==> src/rtl/fu_cdb_if.sv <==
`default_nettype none
// ============================================================================
// Module   : fu_cdb_if
// Brief    : FU result channels in, CDB broadcast ports out, plus flush and
//            sticky overflow for the writeback / CDB arbitration stage.
// Revision : 1.0 - initial release
// ============================================================================
interface fu_cdb_if #(
  parameter int NUM_FU    = 4,
  parameter int NUM_CDB   = 1,
  parameter int DATA_W    = 64,
  parameter int PRF_IDX_W = 6,
  parameter int ROB_IDX_W = 5
);
  logic                           flush_i;
  logic [NUM_FU-1:0]              fu_vld_i;
  logic [NUM_FU*PRF_IDX_W-1:0]    fu_tag_i;
  logic [NUM_FU*DATA_W-1:0]       fu_value_i;
  logic [NUM_FU*ROB_IDX_W-1:0]    fu_rob_idx_i;
  logic [NUM_FU-1:0]              fu_rdy_o;
  logic [NUM_CDB-1:0]             cdb_vld_o;
  logic [NUM_CDB-1:0]             cdb_wr_en_o;
  logic [NUM_CDB*PRF_IDX_W-1:0]   cdb_tag_o;
  logic [NUM_CDB*DATA_W-1:0]      cdb_value_o;
  logic [NUM_CDB*ROB_IDX_W-1:0]   cdb_rob_idx_o;
  logic                           overflow_o;

  // Execution units / recovery logic side
  modport master (
    output flush_i, fu_vld_i, fu_tag_i, fu_value_i, fu_rob_idx_i,
    input  fu_rdy_o, cdb_vld_o, cdb_wr_en_o, cdb_tag_o, cdb_value_o,
           cdb_rob_idx_o, overflow_o
  );

  // Arbitration stage side
  modport slave (
    input  flush_i, fu_vld_i, fu_tag_i, fu_value_i, fu_rob_idx_i,
    output fu_rdy_o, cdb_vld_o, cdb_wr_en_o, cdb_tag_o, cdb_value_o,
           cdb_rob_idx_o, overflow_o
  );
endinterface
`default_nettype wire

==> src/rtl/fu_cdb_arbiter.sv <==
`default_nettype none
// ============================================================================
// Module   : fu_cdb_arbiter
// Brief    : Per-FU result FIFOs drained by a round-robin arbiter onto
//            NUM_CDB registered CDB ports; flush squashes everything queued.
// Revision : 1.0 - initial release
// ============================================================================
module fu_cdb_arbiter #(
  parameter int NUM_FU    = 4,
  parameter int NUM_CDB   = 1,
  parameter int DEPTH     = 2,
  parameter int DATA_W    = 64,
  parameter int PRF_IDX_W = 6,
  parameter int ROB_IDX_W = 5,
  parameter int ZERO_TAG  = 31
) (
  input  logic    clk,
  input  logic    rst,
  fu_cdb_if.slave bus
);
  localparam int C_PTR_W = $clog2(DEPTH);
  localparam int C_CNT_W = $clog2(DEPTH + 1);
  localparam int C_RR_W  = $clog2(NUM_FU);
  localparam logic [PRF_IDX_W-1:0] C_ZERO_TAG = PRF_IDX_W'(ZERO_TAG);

  logic [PRF_IDX_W-1:0] r_tag_mem [NUM_FU][DEPTH];
  logic [DATA_W-1:0]    r_val_mem [NUM_FU][DEPTH];
  logic [ROB_IDX_W-1:0] r_rob_mem [NUM_FU][DEPTH];
  logic [C_PTR_W-1:0]   r_head    [NUM_FU];
  logic [C_PTR_W-1:0]   r_tail    [NUM_FU];
  logic [C_CNT_W-1:0]   r_count   [NUM_FU];
  logic [C_RR_W-1:0]    r_rr;
  logic                 r_overflow;

  logic                 r_cdb_vld   [NUM_CDB];
  logic                 r_cdb_wr_en [NUM_CDB];
  logic [PRF_IDX_W-1:0] r_cdb_tag   [NUM_CDB];
  logic [DATA_W-1:0]    r_cdb_val   [NUM_CDB];
  logic [ROB_IDX_W-1:0] r_cdb_rob   [NUM_CDB];

  logic [NUM_FU-1:0]    w_rdy;
  logic [NUM_FU-1:0]    w_push;
  logic [NUM_FU-1:0]    w_grant;
  logic [C_RR_W-1:0]    w_nxt_rr;
  logic                 w_port_vld  [NUM_CDB];
  logic [PRF_IDX_W-1:0] w_port_tag  [NUM_CDB];
  logic [DATA_W-1:0]    w_port_val  [NUM_CDB];
  logic [ROB_IDX_W-1:0] w_port_rob  [NUM_CDB];
  logic                 w_drop;

  // Ready is based on the registered count only; a push needs ready and no flush
  always_comb begin
    w_rdy  = '0;
    w_push = '0;
    w_drop = 1'b0;
    for (int i = 0; i < NUM_FU; i++) begin
      w_rdy[i]  = (r_count[i] < C_CNT_W'(DEPTH)) && !rst;
      w_push[i] = bus.fu_vld_i[i] && w_rdy[i] && !bus.flush_i;
      if (bus.fu_vld_i[i] && !w_rdy[i]) w_drop = 1'b1;
    end
  end

  // Round-robin scan from r_rr: the first NUM_CDB non-empty heads win, in scan order
  always_comb begin
    int n;
    int idx_int;
    logic [C_RR_W-1:0] idx;
    w_grant  = '0;
    w_nxt_rr = r_rr;
    n        = 0;
    for (int p = 0; p < NUM_CDB; p++) begin
      w_port_vld[p] = 1'b0;
      w_port_tag[p] = C_ZERO_TAG;
      w_port_val[p] = '0;
      w_port_rob[p] = '0;
    end
    for (int k = 0; k < NUM_FU; k++) begin
      idx_int = int'(r_rr) + k;
      if (idx_int >= NUM_FU) idx_int = idx_int - NUM_FU;
      idx = C_RR_W'(idx_int);
      if ((n < NUM_CDB) && (r_count[idx] != '0)) begin
        w_grant[idx]  = 1'b1;
        w_port_vld[n] = 1'b1;
        w_port_tag[n] = r_tag_mem[idx][r_head[idx]];
        w_port_val[n] = r_val_mem[idx][r_head[idx]];
        w_port_rob[n] = r_rob_mem[idx][r_head[idx]];
        w_nxt_rr      = (idx_int == NUM_FU - 1) ? '0 : C_RR_W'(idx_int + 1);
        n             = n + 1;
      end
    end
  end

  // Per-channel FIFO storage, pointers and occupancy; flush empties every queue
  always_ff @(posedge clk) begin
    for (int i = 0; i < NUM_FU; i++) begin
      if (rst || bus.flush_i) begin
        r_head[i]  <= '0;
        r_tail[i]  <= '0;
        r_count[i] <= '0;
      end else begin
        if (w_push[i]) begin
          r_tag_mem[i][r_tail[i]] <= bus.fu_tag_i[i*PRF_IDX_W +: PRF_IDX_W];
          r_val_mem[i][r_tail[i]] <= bus.fu_value_i[i*DATA_W +: DATA_W];
          r_rob_mem[i][r_tail[i]] <= bus.fu_rob_idx_i[i*ROB_IDX_W +: ROB_IDX_W];
          r_tail[i]               <= r_tail[i] + C_PTR_W'(1);
        end
        if (w_grant[i]) r_head[i] <= r_head[i] + C_PTR_W'(1);
        if (w_push[i] && !w_grant[i]) begin
          r_count[i] <= r_count[i] + C_CNT_W'(1);
        end else if (!w_push[i] && w_grant[i]) begin
          r_count[i] <= r_count[i] - C_CNT_W'(1);
        end
      end
    end
  end

  // Registered CDB ports: one cycle per grant, idle values otherwise
  always_ff @(posedge clk) begin
    for (int p = 0; p < NUM_CDB; p++) begin
      if (rst || bus.flush_i || !w_port_vld[p]) begin
        r_cdb_vld[p]   <= 1'b0;
        r_cdb_wr_en[p] <= 1'b0;
        r_cdb_tag[p]   <= C_ZERO_TAG;
        r_cdb_val[p]   <= '0;
        r_cdb_rob[p]   <= '0;
      end else begin
        r_cdb_vld[p]   <= 1'b1;
        r_cdb_wr_en[p] <= (w_port_tag[p] != C_ZERO_TAG);
        r_cdb_tag[p]   <= w_port_tag[p];
        r_cdb_val[p]   <= w_port_val[p];
        r_cdb_rob[p]   <= w_port_rob[p];
      end
    end
  end

  // Round-robin pointer and sticky overflow both survive a flush
  always_ff @(posedge clk) begin
    if (rst) begin
      r_rr       <= '0;
      r_overflow <= 1'b0;
    end else begin
      if (!bus.flush_i) r_rr <= w_nxt_rr;
      if (w_drop) r_overflow <= 1'b1;
    end
  end

  assign bus.fu_rdy_o   = w_rdy;
  assign bus.overflow_o = r_overflow;

  for (genvar p = 0; p < NUM_CDB; p++) begin : g_port
    assign bus.cdb_vld_o[p]                              = r_cdb_vld[p];
    assign bus.cdb_wr_en_o[p]                            = r_cdb_wr_en[p];
    assign bus.cdb_tag_o[p*PRF_IDX_W +: PRF_IDX_W]       = r_cdb_tag[p];
    assign bus.cdb_value_o[p*DATA_W +: DATA_W]           = r_cdb_val[p];
    assign bus.cdb_rob_idx_o[p*ROB_IDX_W +: ROB_IDX_W]   = r_cdb_rob[p];
  end : g_port

endmodule
`default_nettype wire

==> src/flat_wrapper.sv <==
// flat-port wrapper written by rule: the top's interface ports become plain ports
module fu_cdb_arbiter_flat 
#(
  parameter int NUM_FU    = 4,
  parameter int NUM_CDB   = 1,
  parameter int DEPTH     = 2,
  parameter int DATA_W    = 64,
  parameter int PRF_IDX_W = 6,
  parameter int ROB_IDX_W = 5,
  parameter int ZERO_TAG  = 31
)
  (clk, rst, bus_flush_i, bus_fu_vld_i, bus_fu_tag_i, bus_fu_value_i, bus_fu_rob_idx_i, bus_fu_rdy_o, bus_cdb_vld_o, bus_cdb_wr_en_o, bus_cdb_tag_o, bus_cdb_value_o, bus_cdb_rob_idx_o, bus_overflow_o);
  fu_cdb_if #(.NUM_FU(NUM_FU), .NUM_CDB(NUM_CDB), .DATA_W(DATA_W), .PRF_IDX_W(PRF_IDX_W), .ROB_IDX_W(ROB_IDX_W)) bus_i ();
  input  logic clk;
  input  logic rst;
  input wire logic [$bits(bus_i.flush_i)-1:0] bus_flush_i;
  input wire logic [$bits(bus_i.fu_vld_i)-1:0] bus_fu_vld_i;
  input wire logic [$bits(bus_i.fu_tag_i)-1:0] bus_fu_tag_i;
  input wire logic [$bits(bus_i.fu_value_i)-1:0] bus_fu_value_i;
  input wire logic [$bits(bus_i.fu_rob_idx_i)-1:0] bus_fu_rob_idx_i;
  output wire logic [$bits(bus_i.fu_rdy_o)-1:0] bus_fu_rdy_o;
  output wire logic [$bits(bus_i.cdb_vld_o)-1:0] bus_cdb_vld_o;
  output wire logic [$bits(bus_i.cdb_wr_en_o)-1:0] bus_cdb_wr_en_o;
  output wire logic [$bits(bus_i.cdb_tag_o)-1:0] bus_cdb_tag_o;
  output wire logic [$bits(bus_i.cdb_value_o)-1:0] bus_cdb_value_o;
  output wire logic [$bits(bus_i.cdb_rob_idx_o)-1:0] bus_cdb_rob_idx_o;
  output wire logic [$bits(bus_i.overflow_o)-1:0] bus_overflow_o;
  assign bus_i.flush_i = bus_flush_i;
  assign bus_i.fu_vld_i = bus_fu_vld_i;
  assign bus_i.fu_tag_i = bus_fu_tag_i;
  assign bus_i.fu_value_i = bus_fu_value_i;
  assign bus_i.fu_rob_idx_i = bus_fu_rob_idx_i;
  assign bus_fu_rdy_o = bus_i.fu_rdy_o;
  assign bus_cdb_vld_o = bus_i.cdb_vld_o;
  assign bus_cdb_wr_en_o = bus_i.cdb_wr_en_o;
  assign bus_cdb_tag_o = bus_i.cdb_tag_o;
  assign bus_cdb_value_o = bus_i.cdb_value_o;
  assign bus_cdb_rob_idx_o = bus_i.cdb_rob_idx_o;
  assign bus_overflow_o = bus_i.overflow_o;
  fu_cdb_arbiter #(.NUM_FU(NUM_FU), .NUM_CDB(NUM_CDB), .DEPTH(DEPTH), .DATA_W(DATA_W), .PRF_IDX_W(PRF_IDX_W), .ROB_IDX_W(ROB_IDX_W), .ZERO_TAG(ZERO_TAG)) u_core (.clk(clk), .rst(rst), .bus(bus_i));
endmodule
==> config.mk <==
export PLATFORM = sky130hd
export DESIGN_NAME = fu_cdb_arbiter_flat
export DESIGN_NICKNAME = d
export VERILOG_FILES = /design/src/rtl/fu_cdb_if.sv /design/src/rtl/fu_cdb_arbiter.sv /design/src/flat_wrapper.sv
export SDC_FILE = /design/constraint.sdc
export NUM_CORES = 1
export LEC_CHECK = 0
export CAP_MARGIN = 10
export CORE_UTILIZATION = 65
export DETAILED_ROUTE_END_ITERATION = 6
export DONT_BUFFER_PORTS = 1
export HOLD_SLACK_MARGIN = 0.02
export PLACE_DENSITY = 0.81
export SLEW_MARGIN = 20
export SYNTH_ARGS = -nofsm -noshare
export SYNTH_HDL_FRONTEND = slang
export SYNTH_SLANG_ARGS = --single-unit
==> constraint.sdc <==
create_clock -name clk -period 25.4 [get_ports clk]
set_input_delay 7.62 -clock clk [delete_from_list [all_inputs] [get_ports clk]]
set_output_delay 7.62 -clock clk [all_outputs]
set_load 0.005 [all_outputs]
==> out/results.txt <==
buffer and inverter count on the worst path: 0
switching share of total power: 39.4%
critical path arrival: 7.81 ns
io pins: 389
CP Cell Sequence: nor2_1
DR pass1 iterations: 7
HP Class: reg2reg
FF+latch count, synth: 696
cell internal pwr: 3.01 mW
synth top area cells: edfxtp_1, mux4_2, mux2i_1, dfxtp_1, nand2_1
Max-Cap Viols: 0
Worst Path Max Fanout: 14
Die H: 252 um
Hold EP: u_core.bus.overflow_o
Die X: 252 um
die area: 0.0633 mm^2
synth warn: 0
total CTS buffers: 75
Top FF cell, synth: edfxtp_1
root buffer cell: clkbuf_16
Peak VDD IR: 0.000158 V
CP max-delay cell: nor2_1
# nets final: 2725
Yosys cell types: 57
Post-synth EDFFs: 616
Total Routing Usage GR: 36.4%
post-DP HPWL: 67.7 mm
Post-Route Utilization: 70.6%
grt total ovfl: 0
Reg-to-Reg Start: u_core.r_rr[0]
initial core utilization: 65.8%
WP data required: 17.78 ns
vias in the first global route: 26.8k
Cell Pwr Density: 114 mW/mm^2
synthesized net count: 2846
Rel. slew slack: 17.1%
Post-Syn Area per Cell: 16.0 um^2
Port Buffers: 0
Comb power frac: 48.4%
sequential share of the synthesized area: 49.6%
clk_lat worst skew: 0.62 ns
clk buf depth: 3
r2r endpoint: u_core.r_cdb_wr_en[0]
Commonest cells post-synth: edfxtp_1, mux4_2, nand2_1, mux2i_1, a21oi_1
routed vias/inst: 8.08
outcome: completed
sequential power share: 29.6%
initial antenna violation count: 14
Hold Path Stages: 2
Finish-stage setup viols: 0
Final Hold Vio Count: 0
largest net degree at the start of global routing: 122
first-pass GRT wire length: 168 mm
cell family with the largest share of critical-path delay: simple AND/OR/NAND/NOR gates
initial DRC count: 3735
minimum clock period after layout: 15.43 ns
Final period util: 60.8%
H-tree lvl count: 3
RSZ-0062 raised after global routing: false
sink count of the clock tree: 696
crit end category: output pin
CP peak stage delay: 0.19 ns
# rows: 91
Routability Congestion: 0.884
fillers: 3688
DR WL/cell: 34.5 um
CTS tree: built
Clk pwr share: 22.0%
HP Start: u_core.bus.overflow_o
hold_buf cts: 0
Leakage: 13.1 nW
Synth area leader: edfxtp_1
Worst R2R Path Depth: 9
post-CTS resize count: 0
Async SR Flop Fraction: 0%
remaining antenna violation count after routing: 0
fmax: 64.8 MHz
R2R Setup Slk: 19.08 ns
top-count cell post-synth: edfxtp_1
Setup CP Type: in2out
core footprint: 0.0616 mm^2
Final Power: 4.98 mW
Worst setup SP type: input pin
dpl cells: 3170
drt drc: 0
wirelength, routed: 115 mm
fin. max-slew vios: 0
Mapped Area: 0.0405 mm^2
vias: 26.9k
Synth Instances: 2531
transition time at the pin with the least slew margin: 1.24 ns
Synth top area share: 45.7%
worst hold slack: 0.507 ns
fin cells: 3328
P&R area growth vs syn: 7.30%
Setup Skew: 0.0230 ns
Setup TNS: 0 ns
NetSw: 1.96 mW
CTS clock-pin slew for the worst setup and hold paths: 0.06 ns
Post-CTS Setup Bufs: 0
share of layout cells above drive strength 1: 32.1%
-- state kept, by name (all words and copies together), names as in the netlist --
register / count
u_core.r_count: 8
u_core.r_cdb_val: 64
u_core.r_cdb_vld: 1
u_core.r_cdb_wr_en: 1
u_core.bus.overflow_o: 1
u_core.r_cdb_rob: 5
u_core.r_rob_mem: 40
u_core.r_tag_mem: 48
u_core.r_val_mem: 512
u_core.r_rr: 2
u_core.r_cdb_tag: 6
u_core.r_head: 4
u_core.r_tail: 4
-- cell type report --
cell class	instances	area, um^2	share of cell area, %
antenna	21	52.6	0.121
inverter	4	17.5	0.0403
multi-input combinational	1587	19400	44.6
sequential	696	20100	46.3
tap	837	1050	2.41
timing repair buffer	46	382	0.878
clock inverter	48	485	1.12
clock buffer	89	1970	4.53
-- power by group through the flow --
stage               Combinational [mW]  Clock [mW]  Sequential (mW)
floorplan                         1.85           0             1.43
global placement                  2.30           0             1.49
detailed placement                2.36           0             1.49
CTS                               2.37        1.10             1.47
global route                      2.54        1.14             1.48
finish                            2.41        1.10             1.47
-- kinds of logic after synthesis --
group	synth area share, %
AOI/OAI and AO/OA	4.41
adders and majority gates	0.247
buffers and inverters	2.76
DFF	49.6
muxes	37.6
and+or+nand+nor	5.36
-- per-layer routing --
layer,track usage [%],wire length [um],share of wire [%],vias up
met5,0,92,0.080,-
met4,20.5,6600,5.7,14
met3,12.0,16100,14,484
met2,57.7,55900,49,2366
met1,44.3,36200,31,13600
li1,-,-,-,10500
-- worst max-delay path by stage --
stage               slack (ns)               end  depth (start not counted)  startpoint
finish                    9.97   bus_fu_rdy_o[3]                          1         rst
global route              9.95   bus_fu_rdy_o[3]                          1         rst
CTS                       9.96   bus_fu_rdy_o[3]                          1         rst
detailed placement        9.97   bus_fu_rdy_o[3]                          1         rst
global placement          9.97   bus_fu_rdy_o[3]                          1         rst
floorplan                 8.73  u_core.r_tail[3]                          2         rst
-- placed cells by master, fill, tap and decap left out, types with 10 or more instances in the layout --
cell,n
a21oi_1,114
a311oi_1,37
a31oi_1,10
buf_4,41
clkbuf_1,11
clkbuf_16,76
clkinv_4,11
dfxtp_1,78
diode_2,21
edfxtp_1,616
mux2_2,13
mux2i_1,186
mux4_2,582
nand2_1,302
nor2_1,62
nor3_1,85
o21ai_0,18
o22ai_1,69
-- metrics by stage --
| stage | worst slack [ns] | cell area (um^2) |
|---|---|---|
| final | 9.97 | 43500 |
| after global routing | 9.95 | 43400 |
| after CTS | 9.96 | 43400 |
| after detailed placement | 9.97 | 40900 |
| after global placement | 9.97 | 40900 |
| after floorplan | 8.73 | 40500 |
Power figures use the tool's default switching activity.
